### src/rtl/store_unit_pkg.sv
// store_unit_pkg: store opcodes and the P7 address map shared by the store path.
package store_unit_pkg;
  localparam logic [1:0] ST_SW = 2'b00;
  localparam logic [1:0] ST_SH = 2'b01;
  localparam logic [1:0] ST_SB = 2'b10;
  localparam logic [1:0] ST_NONE = 2'b11;
  localparam logic [31:0] DM_LIMIT = 32'h0000_2fff;
  localparam logic [31:0] IO_BASE = 32'h0000_7f00;
  localparam logic [31:0] TMR0_BASE = 32'h0000_7f00;
  localparam logic [31:0] TMR1_BASE = 32'h0000_7f10;
  localparam logic [31:0] IRQ_BASE = 32'h0000_7f20;
  localparam logic [31:0] TMR_SPAN = 32'd12;
  localparam logic [31:0] IRQ_SPAN = 32'd4;
  localparam logic [31:0] TMR_COUNT = 32'd8;
  function automatic logic in_win(logic [31:0] a, logic [31:0] base, logic [31:0] span);
    return a >= base && a < base + span;
  endfunction
endpackage

### src/rtl/store_unit_fifo.sv
// store_fifo: DEPTH-entry write buffer exposing per-entry valid and address for hazard checks.
module store_fifo #(
  parameter int DEPTH = 2,
  parameter int AW = 32,
  parameter int W = AW + 36
) (
  input  logic                        clk,
  input  logic                        reset,
  input  logic                        push,
  input  logic                        pop,
  input  logic [W-1:0]                din,
  output logic [W-1:0]                head,
  output logic                        full,
  output logic                        empty,
  output logic [DEPTH-1:0]            ent_valid,
  output logic [DEPTH-1:0][AW-1:0]    ent_addr
);
  localparam int L = $clog2(DEPTH);
  logic [L:0] wp, rp, cnt;
  logic [DEPTH-1:0][W-1:0] mem;
  assign empty = wp == rp;
  assign full = wp[L-1:0] == rp[L-1:0] && wp[L] != rp[L];
  assign head = mem[rp[L-1:0]];
  assign cnt = wp - rp;
  always_ff @(posedge clk or negedge reset)
    if (!reset) begin
      wp <= '0;
      rp <= '0;
    end else begin
      if (push) wp <= wp + (L+1)'(1);
      if (pop) rp <= rp + (L+1)'(1);
    end
  always_ff @(posedge clk)
    if (push) mem[wp[L-1:0]] <= din;
  // an entry is live when its distance past the read index is below occupancy
  for (genvar i = 0; i < DEPTH; i++) begin : g_ent
    logic [L-1:0] off;
    assign off = L'(i) - rp[L-1:0];
    assign ent_valid[i] = {1'b0, off} < cnt;
    assign ent_addr[i] = mem[i][W-1 -: AW];
  end
endmodule

### src/rtl/store_unit.sv
// store_unit: M-stage store lane encoding, AdES detection and posted write buffer.
// STORE_UNIT_BYPASS_EN: drive the bus straight from a legal store while the buffer is empty.
module store_unit
  import store_unit_pkg::*;
#(
  parameter int DEPTH = 2,
  parameter int AW = 32
) (
  input  logic          clk,
  input  logic          reset,
  input  logic          st_valid,
  input  logic [1:0]    st_op,
  input  logic [AW-1:0] st_addr,
  input  logic [31:0]   st_wdata,
  input  logic          st_overflow,
  output logic          st_ready,
  output logic          M_EXC_AdES,
  output logic [AW-1:0] m_data_addr,
  output logic [31:0]   m_data_wdata,
  output logic [3:0]    m_data_byteen,
  output logic          m_wvalid,
  input  logic          m_wready,
  input  logic [AW-1:0] ld_addr,
  input  logic          ld_valid,
  output logic          ld_hazard
);
  localparam int W = AW + 36;
  logic [31:0] a, wd;
  logic [3:0] be;
  logic is_sw, is_sh, req, in_range, is_count, ades, legal, push, pop, full, empty;
  logic [W-1:0] din, head, bus;
  logic [DEPTH-1:0] ent_valid, hit;
  logic [DEPTH-1:0][AW-1:0] ent_addr;
  assign a = 32'(st_addr);
  assign is_sw = st_op == ST_SW;
  assign is_sh = st_op == ST_SH;
  assign req = st_valid && st_op != ST_NONE;
  assign in_range = a <= DM_LIMIT || in_win(a, TMR0_BASE, TMR_SPAN) ||
                    in_win(a, TMR1_BASE, TMR_SPAN) || in_win(a, IRQ_BASE, IRQ_SPAN);
  assign is_count = in_win(a, TMR0_BASE + TMR_COUNT, 32'd4) || in_win(a, TMR1_BASE + TMR_COUNT, 32'd4);
  assign ades = req && ((is_sw && a[1:0] != 2'b00) || (is_sh && a[0]) || !in_range ||
                        (!is_sw && a >= IO_BASE) || is_count || st_overflow);
  assign M_EXC_AdES = ades;
  assign legal = req && !ades;
  assign be = is_sw ? 4'b1111 : is_sh ? (a[1] ? 4'b1100 : 4'b0011) : 4'b0001 << a[1:0];
  assign wd = is_sw ? st_wdata : is_sh ? {2{st_wdata[15:0]}} : {4{st_wdata[7:0]}};
  assign din = {st_addr[AW-1:2], 2'b00, wd, be};
  assign st_ready = !full;
  assign pop = !empty && m_wready;
`ifdef STORE_UNIT_BYPASS_EN
  logic byp;
  assign byp = legal && empty;
  assign push = legal && !full && !(byp && m_wready);
  assign m_wvalid = !empty || byp;
  assign bus = !empty ? head : byp ? din : '0;
`else
  assign push = legal && !full;
  assign m_wvalid = !empty;
  assign bus = empty ? '0 : head;
`endif
  assign {m_data_addr, m_data_wdata, m_data_byteen} = bus;
  store_fifo #(.DEPTH(DEPTH), .AW(AW), .W(W)) u_fifo (
    .clk(clk), .reset(reset), .push(push), .pop(pop), .din(din), .head(head),
    .full(full), .empty(empty), .ent_valid(ent_valid), .ent_addr(ent_addr)
  );
  // word match: xor then ignore the byte-offset bits
  for (genvar i = 0; i < DEPTH; i++) begin : g_hit
    assign hit[i] = ent_valid[i] && ((ent_addr[i] ^ ld_addr) & ~AW'(3)) == '0;
  end
  assign ld_hazard = ld_valid && |hit;
endmodule

### config.mk
export PLATFORM = sky130hd
export DESIGN_NAME = store_unit
export DESIGN_NICKNAME = d
export VERILOG_FILES = /design/src/rtl/store_unit_pkg.sv /design/src/rtl/store_unit_fifo.sv /design/src/rtl/store_unit.sv
export SDC_FILE = /design/constraint.sdc
export NUM_CORES = 1
export LEC_CHECK = 0
export CORE_ASPECT_RATIO = 1.1
export CORE_MARGIN = 10
export CORE_UTILIZATION = 54
export CTS_BUF_LIST = sky130_fd_sc_hd__clkbuf_4 sky130_fd_sc_hd__clkbuf_8
export CTS_CLUSTER_DIAMETER = 40
export DETAILED_ROUTE_END_ITERATION = 10
export PLACE_DENSITY_LB_ADDON = 0.1
export SLEW_MARGIN = 10
export SYNTH_ARGS = -nofsm -noshare
export SYNTH_HDL_FRONTEND = slang
export SYNTH_SLANG_ARGS = --single-unit
export TNS_END_PERCENT = 5
### constraint.sdc
create_clock -name clk -period 17.8 [get_ports clk]
set_clock_uncertainty 0.05 [all_clocks]
set_input_delay 5.34 -clock clk [delete_from_list [all_inputs] [get_ports clk]]
set_output_delay 5.34 -clock clk [all_outputs]
set_load 0.005 [all_outputs]
==> out/results.ini <==
[outcome]
status = finished clean

[setup_path]
r2r-start = u_fifo.rp[0]
max_stage_delay_ps = 770
critPathKind = in2out
start_kind = input port
rrSetupSlack_ps = 14690
cp.arrival_ps = 7940
endpoint_kind = output port
crit_buf_inv = 3
regToRegEndpoint = u_fifo.ent_addr[43]
crit_fanout = 17
worstPathRequired_ps = 12410
cp_common_cell = clkdlybuf4s50_1
cp_cell_sequence = clkdlybuf4s50_1 -> or2_1 -> buf_4 -> a31oi_2 -> o2111ai_4 -> o211a_1 -> clkdlybuf4s50_1
slowest_stage = clkdlybuf4s50_1
r2r_cells = 6
path_delay_family = buffers and inverters

[cts]
cts_tree = yes
clk_latency_ps = 430
clock-sinks = 136
clkTransAtPathRegs_ps = 80
hold_buffers = 0
cts.path.max_buffers = 2
cts_setup_buffers = 0
numCtsBuffers = 17
cts_resized = 0
h-tree-depth = 4
clockRootBuffer = clkbuf_8

[grt]
grt_overflow = 0
antenna_found_initial = 0
grt_max_degree = 61
track_usage_pct = 20.17
grt_pass1_vias = 4521
grt_first_pass_wirelength_mm = 25.16

[logic_synthesis]
synth-seq-cells = 136
synth_most_common_cell = edfxtp_1
synth_area_leaders = edfxtp_1, mux2i_1, xnor2_1
netlist_area_sq_mm = 0.006396
synth_top_cell_by_area = edfxtp_1
synth_commonest_cells = edfxtp_1, nor2_1, mux2i_1, xnor2_1
synth_warnings = 0
synth_edf_count = 132
netlist.area_leader.share_pct = 61.97
yosysSeqAreaShare_pct = 63.54
ys.flop_type = edfxtp_1
yosys.cell_types.count = 41
syn_inst = 449
async_flop_share_pct = 2.941
avgSynthCellArea_sq_um = 14.25

[finish]
nets = 732
syn2layout_area_growth_pct = 35.66
drive_gt1_share_pct = 7.210
utilization_pct = 75.18
diodes = 0

[power]
p_switching_uw = 285.6
ir_drop_v = 0.0001043
finalPower_uw = 1001
internal_power_uw = 715.1
p_sw_share_pct = 28.54
power_frac_comb_pct = 37.4
p_seq_share_pct = 36.3
p_leak_uw = 0.003088
p_per_area_mw_per_mm2 = 115.3
p_clk_share_pct = 26.3

[sta]
clock.fmax_mhz = 75.03
max_slew.worst_pin.slew_ps = 1059
drv_slew = 0
hold_violations = 0
tns_ps = 0
slew_headroom_pct = 29.40
rsz0062_at_grt = no
post-route-period-util_pct = 74.87
finalSetupViolCount = 0
finalCriticalPeriod_ps = 13330
whs_ps = 453.1

[detailed_routing]
dr_wl_met3_mm = 1.568
via_count = 4269
drt_pass1_iterations = 4
drc = 0
met2WireLength_mm = 8.499
wl_per_cell_microns = 21.02
ant_nets = 0
totalWireLength_mm = 16.57
viasPerCell = 5.418
first_iter_violations = 219
maxUsedRoutingLayer = met4
m1WireLength_mm = 6.227

[place]
place_congestion = 0.9364
dpl.hpwl_mm = 11.97
numPortBuffers = 171

[floorplanning]
design.core.area_sq_mm = 0.01154
core.rowCount = 41
die_y_microns = 134.1
die_x_microns = 123.8
pin_count = 176
start_util_pct = 55.41
die_area_sq_mm = 0.01660

[hold_path]
holdCritStartpoint = u_fifo.wp[1]
hp-class = reg2reg
whs_endpoint = u_fifo.wp[1]
min_path_cells = 1

[job]
maxCapViolCount = 0

-- power by group through the flow --
stage / sequential [uW] / clock, uW / combinational, uW
finish: 364 / 263 / 374
global route: 364 / 281 / 402
CTS: 364 / 269 / 381
detailed placement: 371 / 0 / 379
global placement: 370 / 0 / 376
floorplan: 363 / 0 / 173
-- through the flow --
step	instances	setup WS, ps	area, sq um
after floorplan	450	4509	6400
after global placement	756	4463	8259
after detailed placement	756	4437	8259
after CTS	788	4422	8677
after global routing	788	4349	8677
final	788	4472	8677
-- registers in the layout (all words and copies together) (netlist names) --
name	cells
u_fifo.ent_addr	60
u_fifo.mem	72
u_fifo.rp	2
u_fifo.wp	2
-- cells in the final DEF, fill, tap and decap left out, types with 4 or more instances in the layout --
master and instances:
nand2_1 4, clkdlybuf4s50_1 171, xnor2_1 43, mux2_1 23, bufinv_16 4, clkbuf_8 17, buf_4 6, nand4_1 13
xor2_1 23, edfxtp_1 132, nor2_1 71, clkinvlp_4 5, nor4_1 11, mux2i_1 66
-- cell type report --
type / count / area, sq um
Clock buffer: 17 / 234.0
Timing Repair Buffer: 177 / 1757
Tap cell: 150 / 187.7
Fill cell: 806 / 2865
Clock inverter: 15 / 183.9
Sequential cell: 136 / 4068
Multi-Input combinational cell: 289 / 2232
Inverter: 4 / 15.01
-- kinds of logic (layout without fill, tap and decap cells) --
group	after synthesis	after routing	synth area share (%)
DFF	136	136	63.54
and+or+nand+nor	114	114	8.686
muxes	90	90	14.55
xor gates and xnor gates	66	66	9.037
buffers and inverters	25	213	1.741
AOI/OAI and AO/OA	14	14	1.800
adders and majority gates	3	3	0.5869
other	1	2	0.05863
-- worst max-delay path by stage --
stage,startpoint,to,slack [ps],cells past startpoint
2_1_floorplan,st_addr[28],u_fifo.ent_addr[10],4510,4
3_3_place_gp,st_op[1],M_EXC_AdES,4460,7
3_5_place_dp,st_op[1],M_EXC_AdES,4440,7
4_1_cts,st_op[1],M_EXC_AdES,4420,7
5_1_grt,st_op[1],M_EXC_AdES,4350,7
6_report,st_op[1],M_EXC_AdES,4470,7
-- routing by layer --
metal,track usage (%),vias to the layer above
met5,0,-
met2,34.38,178
met4,6.671,0
met3,7.095,16
li1,-,2000
met1,22.80,2075
Note: power is estimated with default switching activity, not from simulation.
==> edit, RTL diff (config.mk and constraints unchanged) <==
`AW` is set to 32 in 2 places; all go to 64.
--- a/src/rtl/store_unit_fifo.sv
+++ b/src/rtl/store_unit_fifo.sv
@@ -1,7 +1,7 @@
 // store_fifo: DEPTH-entry write buffer exposing per-entry valid and address for hazard checks.
 module store_fifo #(
   parameter int DEPTH = 2,
-  parameter int AW = 32,
+  parameter int AW = 64,
   parameter int W = AW + 36
 ) (
   input  logic                        clk,
--- a/src/rtl/store_unit.sv
+++ b/src/rtl/store_unit.sv
@@ -4,7 +4,7 @@
   import store_unit_pkg::*;
 #(
   parameter int DEPTH = 2,
-  parameter int AW = 32
+  parameter int AW = 64
 ) (
   input  logic          clk,
   input  logic          reset,
Interface: changed (resized ld_addr, m_data_addr and st_addr); port bits go from 176 to 272. The function was not compared with the original's and may differ.
==> edit against the original RTL <==
- die area rose by 40%
- synthesized area increased by 48%
- sequential share of layout area shrank 0.28 points
- routed wire length rose by 65%
- sequential cell count increased by 64
- cell area up 48%
- setup slack lost 310 ps
- critical path depth shrank 1
- total power increased by 42%
==> edit: results (changes against the original RTL) <==
diodes inserted 4 (was 0); leakage 4.46 nW (was 3.09 nW); insertion delay to the later sink of the worst-skew pair 460 ps (was 430 ps); PortBufs 267 (was 171); grt met2 use 40.5% (was 34.4%); outcome finished clean (unchanged); Die W 146 um (was 124 um); part of the power in registers 39.0% (was 36.3%); fraction of standard cell area that is sequential 46.6% (was 46.9%); via count 6378 (was 4269); via density per instance 5.38 (was 5.42); post-synthesis sequential area ratio 63.2% (was 63.5%); met3 Track Usage GR 7.92% (was 7.09%); nonclk inv count 5 (was 4); EDFF count, synth 196 (was 132); synth unique cells 37 (was 41); worst-case vdd ir drop 101 uV (was 104 uV); async set-or-reset flop fraction in the synthesized netlist 2.00% (was 2.94%); placed wire-length estimate after detailed placement 20100 um (was 12000 um); adder-cell share of the synthesized area 0.396% (was 0.587%); pin count of the biggest net entering global routing 100 (was 61); final weighted congestion of routability-driven global placement 0.828 (was 0.936); total length of routed wires 27300 um (was 16600 um); post-placement cell area 12400 sq um (was 8260 sq um); global-route total usage across every layer 23.2% (was 20.2%); number of placed instances, taps included 1149 (was 756); Worst slew margin 22.0% (was 29.4%); Final Core Density 75.0% (was 75.2%); comb_multi_in 438 (was 289); vias in the first global route 6993 (was 4521); clock slew at the register clock pins of the worst setup and hold paths 100 ps (was 80 ps); GR Util met1 26.0% (was 22.8%); clock buffer instance count of the final layout 18 (was 17); Int Pwr 1.00 mW (was 715 uW); crit-path max cell delay 940 ps (was 770 ps); fraction of area in multi-input gates 26.2% (was 25.7%); first-pass iteration count of the detailed router 5 (was 4); worst-case setup slack after placement 4200 ps (was 4440 ps)
## edit: cell types whose count changed in the layout (fill, tap and decap cells not counted), moves of 11 or more
cell / change
sky130_fd_sc_hd__xnor2_1: +75
sky130_fd_sc_hd__nand4_1: +16
sky130_fd_sc_hd__mux2_2: +23
sky130_fd_sc_hd__nor2_1: +29
sky130_fd_sc_hd__mux2_1: -23
sky130_fd_sc_hd__edfxtp_1: +64
sky130_fd_sc_hd__clkdlybuf4s50_1: +96
sky130_fd_sc_hd__xor2_1: -11
sky130_fd_sc_hd__mux2i_1: +32
## edit: final timing paths
| check | to | depth (start not counted) |
|---|---|---|
| worst max-delay path | M_EXC_AdES | 6 |
| worst min-delay path | u_fifo.wp[1] | 1 |
| worst max register to register | u_fifo.mem[107] | 6 |
| worst min register to register | u_fifo.wp[1] | 1 |
| max in group asynchronous | u_fifo.rp[0] | 1 |
| min in group asynchronous | u_fifo.wp[0] | 1 |
